<file path="src/rtl/bus_master_port_if.sv">
// Handshake and serial-bus bundle between local logic, the bus master port
// and the serial memory slave.
interface bus_master_port_if #(
  parameter int N   = 8,
  parameter int ADN = 12
) ();
  logic           req_valid;
  logic           req_wren;
  logic [ADN-1:0] req_addr;
  logic [N-1:0]   req_wdata;
  logic           req_ready;
  logic           rsp_valid;
  logic [N-1:0]   rsp_rdata;
  logic           rsp_err;
  logic           bus_valid;
  logic           bus_wren;
  logic           bus_addr;
  logic           bus_wdata;
  logic           bus_ready;
  logic           bus_hold;
  logic           bus_rvalid;
  logic           bus_rdata;

  modport master (
    input  req_valid, req_wren, req_addr, req_wdata,
    input  bus_ready, bus_hold, bus_rvalid, bus_rdata,
    output req_ready, rsp_valid, rsp_rdata, rsp_err,
    output bus_valid, bus_wren, bus_addr, bus_wdata
  );

  modport slave (
    output req_valid, req_wren, req_addr, req_wdata,
    output bus_ready, bus_hold, bus_rvalid, bus_rdata,
    input  req_ready, rsp_valid, rsp_rdata, rsp_err,
    input  bus_valid, bus_wren, bus_addr, bus_wdata
  );
endinterface

</file>
<file path="src/rtl/bus_master_port.sv">
// Serial bus initiator: serialises a parallel read/write request MSB-first
// onto the one-bit bus, collects the read byte and returns a one-cycle
// response. A watchdog aborts reads the slave never answers.
module bus_master_port #(
  parameter int N       = 8,
  parameter int ADN     = 12,
  parameter int TIMEOUT = 255
) (
  input logic         clk,
  input logic         rstn,
  bus_master_port_if.master bif
);
  localparam int CW = $clog2(ADN + 1);
  localparam int WW = $clog2(TIMEOUT + 1);

  localparam logic [2:0] IDLE    = 3'd0;
  localparam logic [2:0] START   = 3'd1;
  localparam logic [2:0] ADDR    = 3'd2;
  localparam logic [2:0] WR_WAIT = 3'd3;
  localparam logic [2:0] RD_WAIT = 3'd4;
  localparam logic [2:0] RD_DATA = 3'd5;
  localparam logic [2:0] DONE    = 3'd6;

  localparam logic [CW-1:0] ADDR_LAST = CW'(ADN - 1);
  localparam logic [CW-1:0] DATA_LAST = CW'(N - 1);
  localparam logic [WW-1:0] WD_LIMIT  = WW'(TIMEOUT);
  // ADDR cycle index that carries the write-data MSB (data is right-aligned)
  localparam int            WD_FIRST  = ADN - N;

  logic [2:0]     state;
  logic [ADN-1:0] addr_sh;
  logic [N-1:0]   wdata_sh;
  logic [N-1:0]   rdata_sh;
  logic           wren_r;
  logic [CW-1:0]  cnt;
  logic [WW-1:0]  wdog;
  logic [N-1:0]   rdata_next;
  logic           data_slot;

  // Requests are only taken in IDLE while the slave is ready; held low in reset
  assign bif.req_ready = rstn & bif.bus_ready & (state == IDLE);

  // Decide whether the ADDR cycle about to be presented carries a write-data bit
  always_comb begin
    data_slot  = 1'b0;
    rdata_next = (rdata_sh << 1) | N'(bif.bus_rdata);
    if (state == START) data_slot = (WD_FIRST == 0);
    else                data_slot = ((int'(cnt) + 1) >= WD_FIRST);
  end

  // Transaction sequencer; every output is registered on the transition into its state
  always_ff @(posedge clk or negedge rstn) begin
    if (!rstn) begin
      state         <= IDLE;
      addr_sh       <= '0;
      wdata_sh      <= '0;
      rdata_sh      <= '0;
      wren_r        <= 1'b0;
      cnt           <= '0;
      wdog          <= '0;
      bif.rsp_valid <= 1'b0;
      bif.rsp_rdata <= '0;
      bif.rsp_err   <= 1'b0;
      bif.bus_valid <= 1'b0;
      bif.bus_wren  <= 1'b0;
      bif.bus_addr  <= 1'b0;
      bif.bus_wdata <= 1'b0;
    end else begin
      case (state)
        IDLE: begin
          bif.rsp_valid <= 1'b0;
          bif.rsp_rdata <= '0;
          bif.rsp_err   <= 1'b0;
          if (bif.req_valid && bif.bus_ready) begin
            addr_sh       <= bif.req_addr;
            wdata_sh      <= bif.req_wdata;
            wren_r        <= bif.req_wren;
            rdata_sh      <= '0;
            cnt           <= '0;
            wdog          <= '0;
            bif.bus_valid <= 1'b1;
            bif.bus_wren  <= bif.req_wren;
            bif.bus_addr  <= 1'b0;
            bif.bus_wdata <= 1'b0;
            state         <= START;
          end
        end
        START, ADDR: begin
          if (state == ADDR && cnt == ADDR_LAST) begin
            bif.bus_valid <= 1'b0;
            bif.bus_wren  <= 1'b0;
            bif.bus_addr  <= 1'b0;
            bif.bus_wdata <= 1'b0;
            cnt           <= '0;
            wdog          <= '0;
            state         <= wren_r ? WR_WAIT : RD_WAIT;
          end else begin
            cnt          <= (state == START) ? '0 : cnt + 1'b1;
            bif.bus_addr <= addr_sh[ADN-1];
            addr_sh      <= addr_sh << 1;
            if (wren_r && data_slot) begin
              bif.bus_wdata <= wdata_sh[N-1];
              wdata_sh      <= wdata_sh << 1;
            end else begin
              bif.bus_wdata <= 1'b0;
            end
            state <= ADDR;
          end
        end
        WR_WAIT: begin
          if (bif.bus_ready) begin
            bif.rsp_valid <= 1'b1;
            bif.rsp_rdata <= '0;
            bif.rsp_err   <= 1'b0;
            state         <= DONE;
          end
        end
        RD_WAIT: begin
          if (bif.bus_rvalid) begin
            cnt   <= '0;
            state <= RD_DATA;
          end else if (wdog == WD_LIMIT) begin
            bif.rsp_valid <= 1'b1;
            bif.rsp_rdata <= '0;
            bif.rsp_err   <= 1'b1;
            state         <= DONE;
          end else begin
            wdog <= wdog + 1'b1;
          end
        end
        RD_DATA: begin
          if (bif.bus_rvalid) begin
            rdata_sh <= rdata_next;
            if (cnt == DATA_LAST) begin
              bif.rsp_valid <= 1'b1;
              bif.rsp_rdata <= rdata_next;
              bif.rsp_err   <= 1'b0;
              state         <= DONE;
            end else begin
              cnt <= cnt + 1'b1;
            end
          end else begin
            bif.rsp_valid <= 1'b1;
            bif.rsp_rdata <= '0;
            bif.rsp_err   <= 1'b1;
            state         <= DONE;
          end
        end
        DONE: begin
          bif.rsp_valid <= 1'b0;
          bif.rsp_rdata <= '0;
          bif.rsp_err   <= 1'b0;
          state         <= IDLE;
        end
        default: state <= IDLE;
      endcase
    end
  end
endmodule
</file>
<file path="src/flat_wrapper.sv">
// flat-port wrapper written by rule: the top's interface ports become plain ports
module bus_master_port_flat 
#(
  parameter int N       = 8,
  parameter int ADN     = 12,
  parameter int TIMEOUT = 255
)
  (clk, rstn, bif_req_valid, bif_req_wren, bif_req_addr, bif_req_wdata, bif_bus_ready, bif_bus_hold, bif_bus_rvalid, bif_bus_rdata, bif_req_ready, bif_rsp_valid, bif_rsp_rdata, bif_rsp_err, bif_bus_valid, bif_bus_wren, bif_bus_addr, bif_bus_wdata);
  bus_master_port_if #(.N(N), .ADN(ADN)) bif_i ();
  input logic clk;
  input logic rstn;
  input wire logic [$bits(bif_i.req_valid)-1:0] bif_req_valid;
  input wire logic [$bits(bif_i.req_wren)-1:0] bif_req_wren;
  input wire logic [$bits(bif_i.req_addr)-1:0] bif_req_addr;
  input wire logic [$bits(bif_i.req_wdata)-1:0] bif_req_wdata;
  input wire logic [$bits(bif_i.bus_ready)-1:0] bif_bus_ready;
  input wire logic [$bits(bif_i.bus_hold)-1:0] bif_bus_hold;
  input wire logic [$bits(bif_i.bus_rvalid)-1:0] bif_bus_rvalid;
  input wire logic [$bits(bif_i.bus_rdata)-1:0] bif_bus_rdata;
  output wire logic [$bits(bif_i.req_ready)-1:0] bif_req_ready;
  output wire logic [$bits(bif_i.rsp_valid)-1:0] bif_rsp_valid;
  output wire logic [$bits(bif_i.rsp_rdata)-1:0] bif_rsp_rdata;
  output wire logic [$bits(bif_i.rsp_err)-1:0] bif_rsp_err;
  output wire logic [$bits(bif_i.bus_valid)-1:0] bif_bus_valid;
  output wire logic [$bits(bif_i.bus_wren)-1:0] bif_bus_wren;
  output wire logic [$bits(bif_i.bus_addr)-1:0] bif_bus_addr;
  output wire logic [$bits(bif_i.bus_wdata)-1:0] bif_bus_wdata;
  assign bif_i.req_valid = bif_req_valid;
  assign bif_i.req_wren = bif_req_wren;
  assign bif_i.req_addr = bif_req_addr;
  assign bif_i.req_wdata = bif_req_wdata;
  assign bif_i.bus_ready = bif_bus_ready;
  assign bif_i.bus_hold = bif_bus_hold;
  assign bif_i.bus_rvalid = bif_bus_rvalid;
  assign bif_i.bus_rdata = bif_bus_rdata;
  assign bif_req_ready = bif_i.req_ready;
  assign bif_rsp_valid = bif_i.rsp_valid;
  assign bif_rsp_rdata = bif_i.rsp_rdata;
  assign bif_rsp_err = bif_i.rsp_err;
  assign bif_bus_valid = bif_i.bus_valid;
  assign bif_bus_wren = bif_i.bus_wren;
  assign bif_bus_addr = bif_i.bus_addr;
  assign bif_bus_wdata = bif_i.bus_wdata;
  bus_master_port #(.N(N), .ADN(ADN), .TIMEOUT(TIMEOUT)) u_core (.clk(clk), .rstn(rstn), .bif(bif_i));
endmodule
</file>
<file path="config.mk">
export PLATFORM = sky130hd
export DESIGN_NAME = bus_master_port_flat
export DESIGN_NICKNAME = d
export VERILOG_FILES = /design/src/rtl/bus_master_port_if.sv /design/src/rtl/bus_master_port.sv /design/src/flat_wrapper.sv
export SDC_FILE = /design/constraint.sdc
export NUM_CORES = 1
export LEC_CHECK = 0
export ABC_AREA = 1
export BUFFER_PORTS_ARGS = -buffer_cell sky130_fd_sc_hd__buf_2
export CAP_MARGIN = 20
export CORE_ASPECT_RATIO = 1.5
export CORE_MARGIN = 5
export CORE_UTILIZATION = 45
export DETAILED_ROUTE_END_ITERATION = 7
export GPL_TIMING_DRIVEN = 0
export PLACE_DENSITY = 0.7
export SYNTH_ARGS = -nofsm -noshare
export SYNTH_HDL_FRONTEND = slang
export SYNTH_SLANG_ARGS = --single-unit
</file>
<file path="constraint.sdc">
create_clock -name clk -period 2.4 [get_ports clk]
set_clock_uncertainty 0.2 [all_clocks]
set_input_delay 0 -clock clk [delete_from_list [all_inputs] [get_ports clk]]
set_output_delay 0 -clock clk [all_outputs]
set_load 0.03 [all_outputs]
</file>
==> run_results.csv, run 1 <==
group,metric,value,unit
route,drt_first_iter_violations,122,
sta,hold_slack,-26.5,ps
sta,clock.fmax,0.486,GHz
die,start_util,46.1,%
setup_path,cp.required,2470,ps
synthesis,synth.area.mux_share,0,%
synthesis,synth_area_leaders,"dfrtp_1, nand2_1, inv_1",
setup_path,startpoint_type,"register",
global_routing,grt_pass1_wl,11300,µm
setup_path,end_kind,"register",
global_routing,antenna_found_initial,0,
placement,place_ws,559,ps
route,vias,2754,
layout,utilization,58.7,%
clock_network,clk_pin_slew,70,ps
synthesis,synth_fp_nets,433,
die,io_pins,43,
sta,worst_pin_slew,528,ps
synthesis,yosysSeqAreaShare,47.4,%
die,num_rows,36,
setup_path,max_stage_delay,580,ps
die,coreArea,6530,µm²
global_routing,grt_usage,16.2,%
layout,area_delta_synth_final,27.4,%
setup_path,critPathSlowestCell,"dlygate4sd3_1",
synthesis,yosysWarnings,0,
sta,setup_viol,0,
synthesis,ys_types,30,
route,viasPerCell,4.88,
synthesis,synthSimpleGateAreaFrac,36.7,%
layout,drive_gt1_share,19.7,%
synthesis,ys.flop_type,"dfrtp_1",
setup_path,crit_type,"register to register",
setup_path,r2r_start,"u_core.state[0]",
synthesis,synth_top_area_share,47.4,%
worst_hold_path,hold_path.class,"input pin to async pin",
power,power.share.clock,23.0,%
route,antenna_left,0,
synthesis,async_flop_share,100,%
power,switching_share,43.3,%
global_routing,grt_max_degree,38,
power,pwr-share-seq,31.7,%
run_status,status,"finished, violations left",
setup_path,path_depth,6,
layout,diodes,0,
setup_path,crit_family,"simple AND/OR/NAND/NOR gates",
synthesis,synth_top_family_by_area,"simple AND/OR/NAND/NOR gates",
setup_path,crit_top_cell,"nand2_1",
clock_network,numCtsBuffers,9,
clock_network,clock-sinks,57,
sta,slew_violations,0,
setup_path,crit_chain,"nor2_4 > nand2_1 > nor2_2 > nand2_1 > dlygate4sd3_1 > nand2_1",
route,drt_wl_total,6510,µm
clock_network,root_buffer,"clkbuf_8",
power,p_per_area,1140,nW/µm²
setup_path,crit_fanout,6,
route,first_pass_iters,5,
power,power_frac_comb,45.3,%
synthesis,synthTopCellsByCount,"nand2_1, dfrtp_1, inv_1",
sta,setup_tns,0,ps
synthesis,avgSynthCellArea,7.49,µm²
flow_run,maxCapViolCount,0,
synthesis,syn_area,3010,µm²
sta,grt_setup_unrepaired,"false",
run_status,violations,"negative hold slack",
route,drc,0,
synthesis,synth-edff-count,0,
placement,hpwl,4620,µm
setup_path,rr_worst_depth,6,
global_routing,gr-total-overflow,0,
global_routing,grt_pass1_vias,2679,
sta,setup_ws,342,ps
die,die-area,8460,µm²
sta,maxSlewHeadroom,64.8,%
synthesis,synth_xor_xnor_area_share,1.16,%
power,peakVddDrop,0.000886,V
setup_path,r2r_setup_slack,340,ps
clock_network,cts_resized,0,
sta,post-route-period-util,85.8,%
synthesis,synthAdderAreaFrac,1.25,%
power,total_power,4.39,mW
clock_network,insertion_delay,340,ps
synthesis,ys_ff_latch,57,
die,die_y,110,µm
sta,min_period,2060,ps
synthesis,synth_cells,402,
setup_path,cp_data_arrival_time,2130,ps
clock_network,clock_path_buffers,2,
synthesis,synth-compound-area-share,6.32,%
layout,fin_nets,514,
clock_network,htree_levels,3,
power,p_int,2.49,mW
setup_path,reg2reg_to,"u_core.wren_r",
synthesis,yosysMostFrequentCell,"nand2_1",
clock_network,postCtsSetupRepairBufs,0,
die,die-width,76.8,µm
synthesis,synth_top_cell_by_area,"dfrtp_1",
layout,n_fill_cell,582,
sta,hold_violations,20,
power,leakage,2.13,nW
route,wl_per_cell,11.5,µm
power,power_switching,1.90,mW
placement,gp_congestion,0.843,
clock_network,cts_tree,"yes",
placement,placement.io_buffers,41,
setup_path,crit_buf_inv,1,
clock_network,hold_buffers,28,
## worst max path at each step
stage                          startpoint                   end  slack, ps
after floorplan            u_core.wdog[0]        u_core.wdog[5]        740
after global placement      u_core.cnt[0]  u_core.bif.bus_valid        570
after detailed placement    u_core.cnt[0]  u_core.bif.bus_valid        560
after CTS                 u_core.state[1]     u_core.addr_sh[0]        390
after global routing      u_core.state[1]         u_core.wren_r        200
final                     u_core.state[0]         u_core.wren_r        340
## cells in the final DEF, fill, tap and decap left out, types with 2 or more instances in the layout
cell type	instances
inv_6	2
ha_1	3
buf_6	3
buf_2	41
buf_4	2
clkinvlp_4	2
inv_1	37
nand2_2	8
o22ai_1	6
xor2_1	3
inv_2	5
nand2_1	170
o21ai_1	12
o21ai_2	3
dfrtp_1	57
bufinv_16	2
nor2_1	34
nand3_2	3
or2_2	2
dlygate4sd3_1	28
nor2_2	5
o21ai_0	11
nor2_4	2
nand3_1	25
clkbuf_8	9
## per-stage QoR
| stage | cells | area (µm²) |
|---|---|---|
| 6_report | 564 | 3830 |
| 5_1_grt | 564 | 3830 |
| 4_1_cts | 564 | 3830 |
| 3_5_place_dp | 520 | 3330 |
| 3_3_place_gp | 519 | 3310 |
| 2_1_floorplan | 402 | 3010 |
## routing by layer
| metal | track usage [%] | wire (µm) | vias up | part of all wire (%) |
|---|---|---|---|---|
| li1 | - | - | 1412 | - |
| met1 | 18.7 | 2800 | 1259 | 43 |
| met2 | 29.0 | 3310 | 71 | 51 |
| met3 | 2.60 | 284 | 12 | 4.4 |
| met4 | 8.13 | 115 | 0 | 1.8 |
| met5 | 0 | 0 | - | 0 |
## registers in the layout, indices dropped and copies added, names as in the netlist
| name | count |
|---|---|
| u_core.addr_sh | 12 |
| u_core.bif.rsp_rdata | 8 |
| u_core.wdata_sh | 8 |
| u_core.wdog | 8 |
| u_core.rdata_sh | 7 |
| u_core.cnt | 4 |
| u_core.state | 3 |
| u_core.bif.bus_addr | 1 |
| u_core.bif.bus_valid | 1 |
| u_core.bif.bus_wdata | 1 |
| u_core.bif.bus_wren | 1 |
| u_core.bif.rsp_err | 1 |
| u_core.bif.rsp_valid | 1 |
| u_core.wren_r | 1 |
## power by group through the flow
stage          combinational, mW  clock, mW  sequential (mW)
2_1_floorplan               1.46          0             1.44
3_3_place_gp                1.93          0             1.40
3_5_place_dp                1.96          0             1.40
4_1_cts                     2.01       1.02             1.39
5_1_grt                     2.27       1.07             1.42
6_report                    1.99       1.01             1.39
## cell families (layout without fill, tap and decap cells)
family                   Yosys count  after routing
buffers and inverters             49            135
flip-flops                        57             57
adder cells (fa/ha/maj)            3              3
XOR/XNOR                           4              4
AO/OA/AOI/OAI                     34             34
AND/OR/NAND/NOR                  255            255
## area by class of cell
class | instances | area (µm²) | area share (%)
Inverter | 43 | 163 | 4.24
Clock buffer | 9 | 124 | 3.23
Sequential cell | 57 | 1430 | 37.2
Clock inverter | 7 | 101 | 2.64
Buffer | 6 | 52.6 | 1.37
Multi-Input combinational cell | 296 | 1370 | 35.7
Tap cell | 76 | 95.1 | 2.48
Timing Repair Buffer | 70 | 505 | 13.2
No activity file was read; power rests on OpenSTA's default activity.
==> run 2: changes to the inputs <==
--- a/config.mk
+++ b/config.mk
@@ -10,10 +10,11 @@
 export CAP_MARGIN = 20
 export CORE_ASPECT_RATIO = 1.5
 export CORE_MARGIN = 5
-export CORE_UTILIZATION = 45
+export CORE_UTILIZATION = 57
 export DETAILED_ROUTE_END_ITERATION = 7
 export GPL_TIMING_DRIVEN = 0
-export PLACE_DENSITY = 0.7
+export PLACE_DENSITY = 0.84
 export SYNTH_ARGS = -nofsm -noshare
 export SYNTH_HDL_FRONTEND = slang
 export SYNTH_SLANG_ARGS = --single-unit
+export TNS_END_PERCENT = 100
==> run_results.csv, run 2 (synthesis results as in run 1) <==
group,metric,value,unit
setup_path,max_stage_delay,600,ps
setup_path,rr_worst_depth,6,
route,viasPerCell,5.15,
setup_path,r2r_start,"u_core.state[1]",
die,io_pins,43,
sta,slew_violations,0,
power,peakVddDrop,0.000786,V
route,drt_wl_total,7240,µm
sta,hold_violations,0,
setup_path,crit_top_cell,"nand2_1",
global_routing,grt_max_degree,31,
layout,area_delta_synth_final,27.2,%
sta,clock.fmax,0.468,GHz
run_status,status,"complete, no violations",
layout,drive_gt1_share,19.7,%
setup_path,crit_type,"register to register",
global_routing,antenna_found_initial,0,
setup_path,critPathSlowestCell,"dlygate4sd3_1",
layout,top_register,"u_core.addr_sh",
setup_path,crit_fanout,6,
layout,diodes,0,
route,wl_per_cell,13.0,µm
setup_path,crit_chain,"nor2_4 > nand2_1 > nor2_2 > nand2_1 > dlygate4sd3_1 > nand2_1",
die,num_rows,32,
power,leakage,2.13,nW
layout,utilization,74.7,%
sta,setup_viol,0,
sta,worst_pin_slew,686,ps
setup_path,crit_buf_inv,1,
die,die-width,69.3,µm
setup_path,crit_family,"simple AND/OR/NAND/NOR gates",
clock_network,cts_tree,"yes",
worst_hold_path,hold_path.class,"input pin to async pin",
setup_path,cp.required,2480,ps
layout,final_area,3830,µm²
setup_path,crit_path_start,"u_core.state[1]",
clock_network,numCtsBuffers,9,
clock_network,insertion_delay,350,ps
global_routing,grt_usage,22.9,%
clock_network,clk_pin_slew,80,ps
global_routing,grt_pass1_vias,2844,
clock_network,clock-sinks,57,
setup_path,r2r_setup_slack,260,ps
sta,grt_setup_unrepaired,"false",
layout,layout_commonest_cell,"nand2_1",
route,antenna_left,0,
global_routing,grt_pass1_wl,12700,µm
route,drc,0,
sta,post-route-period-util,89.1,%
layout,largest_reg_flops,12,
route,first_pass_iters,5,
power,p_per_area,1170,nW/µm²
clock_network,clock_path_buffers,2,
setup_path,end_kind,"register",
placement,placed_cell_area,3320,µm²
die,die-area,6860,µm²
sta,min_period,2140,ps
sta,setup_tns,0,ps
placement,gp_congestion,0.941,
clock_network,htree_levels,3,
setup_path,startpoint_type,"register",
die,die_y,99.0,µm
clock_network,root_buffer,"clkbuf_8",
setup_path,cp_data_arrival_time,2220,ps
route,drt_first_iter_violations,157,
layout,fin_nets,514,
die,coreArea,5120,µm²
route,vias,2863,
die,start_util,58.7,%
setup_path,path_depth,6,
placement,hpwl,4680,µm
placement,placement.io_buffers,41,
setup_path,endpoint,"u_core.bif.bus_wren",
flow_run,maxCapViolCount,0,
layout,final_cell_mix,"nand2_1, dfrtp_1, buf_2",
clock_network,cts_resized,0,
setup_path,reg2reg_to,"u_core.bif.bus_wren",
sta,maxSlewHeadroom,54.3,%
global_routing,gr-total-overflow,0,
==> run 2: where the power goes <==
group,total [mW],internal [mW],switching (mW)
logic,2.06,0.665,1.40
clock network,1.03,0.594,0.434
registers,1.40,1.23,0.162
==> run 2: stage by stage <==
| stage | instances | hold WS [ps] | setup slack [ps] | power, mW |
|---|---|---|---|---|
| after global placement | 511 | 5.03 | 601 | 3.30 |
| after global routing | 556 | 109 | 131 | 4.85 |
| after detailed placement | 512 | -125 | 509 | 3.37 |
| after floorplan | 402 | -496 | 744 | 2.91 |
| final | 556 | 27.3 | 262 | 4.49 |
| after CTS | 556 | 17.4 | 386 | 4.46 |
==> run 2: worst register-to-register path: stages, from the launching register on <==
cell	delay [ps]
dfrtp_1	460
nor2_4	260
nand2_1	160
nor2_2	210
nand2_1	90
dlygate4sd3_1	600
nand2_1	90
==> run 2: how the worst min path moves through the flow <==
stage                                   end  depth (start not counted)        startpoint  slack [ps]
floorplan                 u_core.addr_sh[0]                          0              rstn        -500
global placement         u_core.wdata_sh[0]                          3  bif_req_wdata[0]           5
detailed placement           u_core.wdog[5]                          1              rstn        -130
CTS                    u_core.bif.bus_valid                          5     bif_req_valid          20
global route        u_core.bif.rsp_rdata[6]                          2              rstn         110
finish                       u_core.wdog[7]                          2              rstn          30
==> run 2: cell type report <==
type | count | area [µm²]
Sequential cell | 57 | 1430
Multi-Input combinational cell | 296 | 1370
Fill cell | 377 | 1300
Timing Repair Buffer | 70 | 505
Inverter | 43 | 163
Clock buffer | 9 | 124
Clock inverter | 7 | 104
Tap cell | 68 | 85.1
Buffer | 6 | 52.6
==> run 2: layer usage <==
| metal | track usage [%] | wire length, µm | up-vias |
|---|---|---|---|
| met5 | 0 | 0 | - |
| met4 | 12.8 | 237 | 0 |
| met3 | 3.78 | 335 | 20 |
| met2 | 41.2 | 3800 | 91 |
| met1 | 25.4 | 2870 | 1335 |
| li1 | - | - | 1417 |
==> run 2: what timing repair did <==
action / 4_1_cts / 5_1_grt
endpoints found under the hold margin: 90 / 0
setup endpoints to repair: 0 / 0
setup buffers: 0 / 0
hold buffers: 28 / 0
==> run 3: changes to the inputs <==
--- a/config.mk
+++ b/config.mk
@@ -11,9 +11,11 @@
 export CORE_ASPECT_RATIO = 1.5
 export CORE_MARGIN = 5
 export CORE_UTILIZATION = 57
+export CTS_BUF_LIST = sky130_fd_sc_hd__clkbuf_16
 export DETAILED_ROUTE_END_ITERATION = 7
 export GPL_TIMING_DRIVEN = 0
-export PLACE_DENSITY = 0.84
+export PLACE_DENSITY = 0.79
+export RECOVER_POWER = 50
 export SYNTH_ARGS = -nofsm -noshare
 export SYNTH_HDL_FRONTEND = slang
 export SYNTH_SLANG_ARGS = --single-unit
==> run_results.csv, run 3 (synthesis results as in run 1) <==
group,metric,value,unit
clock_network,htree_levels,3,
global_routing,grt_usage,22.6,%
layout,top_register,"u_core.addr_sh",
route,first_pass_iters,5,
layout,final_cell_mix,"nand2_1, dfrtp_1, inv_1",
layout,diodes,0,
power,peakVddDrop,0.000791,V
setup_path,max_stage_delay,580,ps
setup_path,rr_worst_depth,6,
die,die_y,99.0,µm
sta,hold_violations,21,
sta,hold_slack,-18.4,ps
sta,clock.fmax,0.485,GHz
route,drt_wl_total,6990,µm
layout,layout_commonest_cell,"nand2_1",
setup_path,cp.required,2460,ps
layout,area_delta_synth_final,28.9,%
layout,multi_input_area,1370,µm²
placement,gp_congestion,0.902,
global_routing,antenna_found_initial,0,
global_routing,gr-total-overflow,0,
clock_network,clock_path_buffers,2,
route,drc,0,
setup_path,startpoint_type,"register",
setup_path,crit_type,"register to register",
route,wl_met2,3810,µm
layout,drive_gt1_share,16.6,%
flow_run,maxCapViolCount,0,
setup_path,crit_top_cell,"nand2_1",
layout,largest_reg_flops,12,
global_routing,grt_pass1_wl,12400,µm
die,start_util,58.7,%
die,io_pins,43,
global_routing,grt_pass1_vias,2864,
route,viasPerCell,5.06,
sta,maxSlewHeadroom,42.1,%
layout,utilization,75.7,%
setup_path,r2r_start,"u_core.state[1]",
worst_hold_path,hold_path.class,"input pin to async pin",
clock_network,cts_tree,"yes",
sta,grt_setup_unrepaired,"false",
run_status,violations,"negative hold slack",
setup_path,critPathSlowestCell,"dlygate4sd3_1",
sta,post-route-period-util,86.0,%
setup_path,end_kind,"register",
placement,placement.io_buffers,41,
power,leakage,2.12,nW
clock_network,insertion_delay,330,ps
die,coreArea,5120,µm²
layout,seq_area,1430,µm²
clock_network,numCtsBuffers,9,
setup_path,cp_data_arrival_time,2130,ps
setup_path,reg2reg_to,"u_core.bif.bus_wren",
setup_path,crit_fanout,6,
global_routing,grt_max_degree,37,
sta,slew_violations,0,
route,antenna_left,0,
clock_network,root_buffer,"clkbuf_16",
layout,fin_nets,514,
clock_network,clock-sinks,57,
route,drt_first_iter_violations,168,
setup_path,crit_chain,"nor2_4 > nand2_1 > nor2_2 > nand2_1 > dlygate4sd3_1 > nand2_1",
die,die-area,6860,µm²
sta,worst_pin_slew,869,ps
route,wl_per_cell,12.6,µm
route,drt-met1-wl,2730,µm
sta,setup_viol,0,
placement,hpwl,4600,µm
clock_network,clk_pin_slew,50,ps
sta,setup_tns,0,ps
clock_network,postCtsSetupRepairBufs,0,
route,top_layer_used,"met4",
sta,min_period,2060,ps
power,p_per_area,1220,nW/µm²
setup_path,crit_family,"simple AND/OR/NAND/NOR gates",
setup_path,crit_buf_inv,1,
setup_path,crit_path_start,"u_core.state[1]",
setup_path,r2r_setup_slack,340,ps
route,vias,2815,
layout,n_fill_cell,413,
die,num_rows,32,
route,met3_length,338,µm
die,die-width,69.3,µm
run_status,status,"finished, violations left",
## run 3: final cells by class
cell class | count | area share, %
multi-input combinational | 296 | 35.2
buffer | 6 | 1.35
tap | 68 | 2.19
inverter | 43 | 4.19
clock buffer | 9 | 5.80
timing repair buffer | 70 | 12.2
clock inverter | 7 | 2.23
sequential | 57 | 36.8
## run 3: repair_timing
item,4_1_cts,5_1_grt
hold buffers,28,0
endpoints found under the hold margin,88,0
resized for setup,0,0
## run 3: metal layers
metal | GRT usage [%] | vias up
met2 | 40.1 | 75
met3 | 6.84 | 8
li1 | - | 1415
met4 | 10.2 | 0
met1 | 24.6 | 1317
met5 | 0 | -
## run 3: through the flow
step / worst slack (ps) / hold slack [ps] / cell area, µm² / instances / power [mW]
floorplan: 744 / -496 / 3010 / 402 / 2.91
global placement: 593 / 7.12 / 3300 / 511 / 3.31
detailed placement: 569 / -183 / 3320 / 512 / 3.36
CTS: 370 / 2.73 / 3910 / 556 / 4.74
global route: 234 / 53.6 / 3880 / 556 / 5.09
finish: 337 / -18.4 / 3880 / 556 / 4.72
## run 3: power by group
group / switching [mW] / internal [mW]
clock network: 0.421 / 0.896
registers: 0.164 / 1.24
logic: 1.35 / 0.652
total: 1.93 / 2.78
## run 3: worst max path at each step
stage | cells after the start | to
after floorplan | 10 | u_core.wdog[5]
after CTS | 6 | u_core.bif.bus_wren
after global routing | 6 | u_core.bif.bus_wren
after global placement | 8 | u_core.bif.rsp_valid
after detailed placement | 9 | u_core.state[1]
final | 6 | u_core.bif.bus_wren
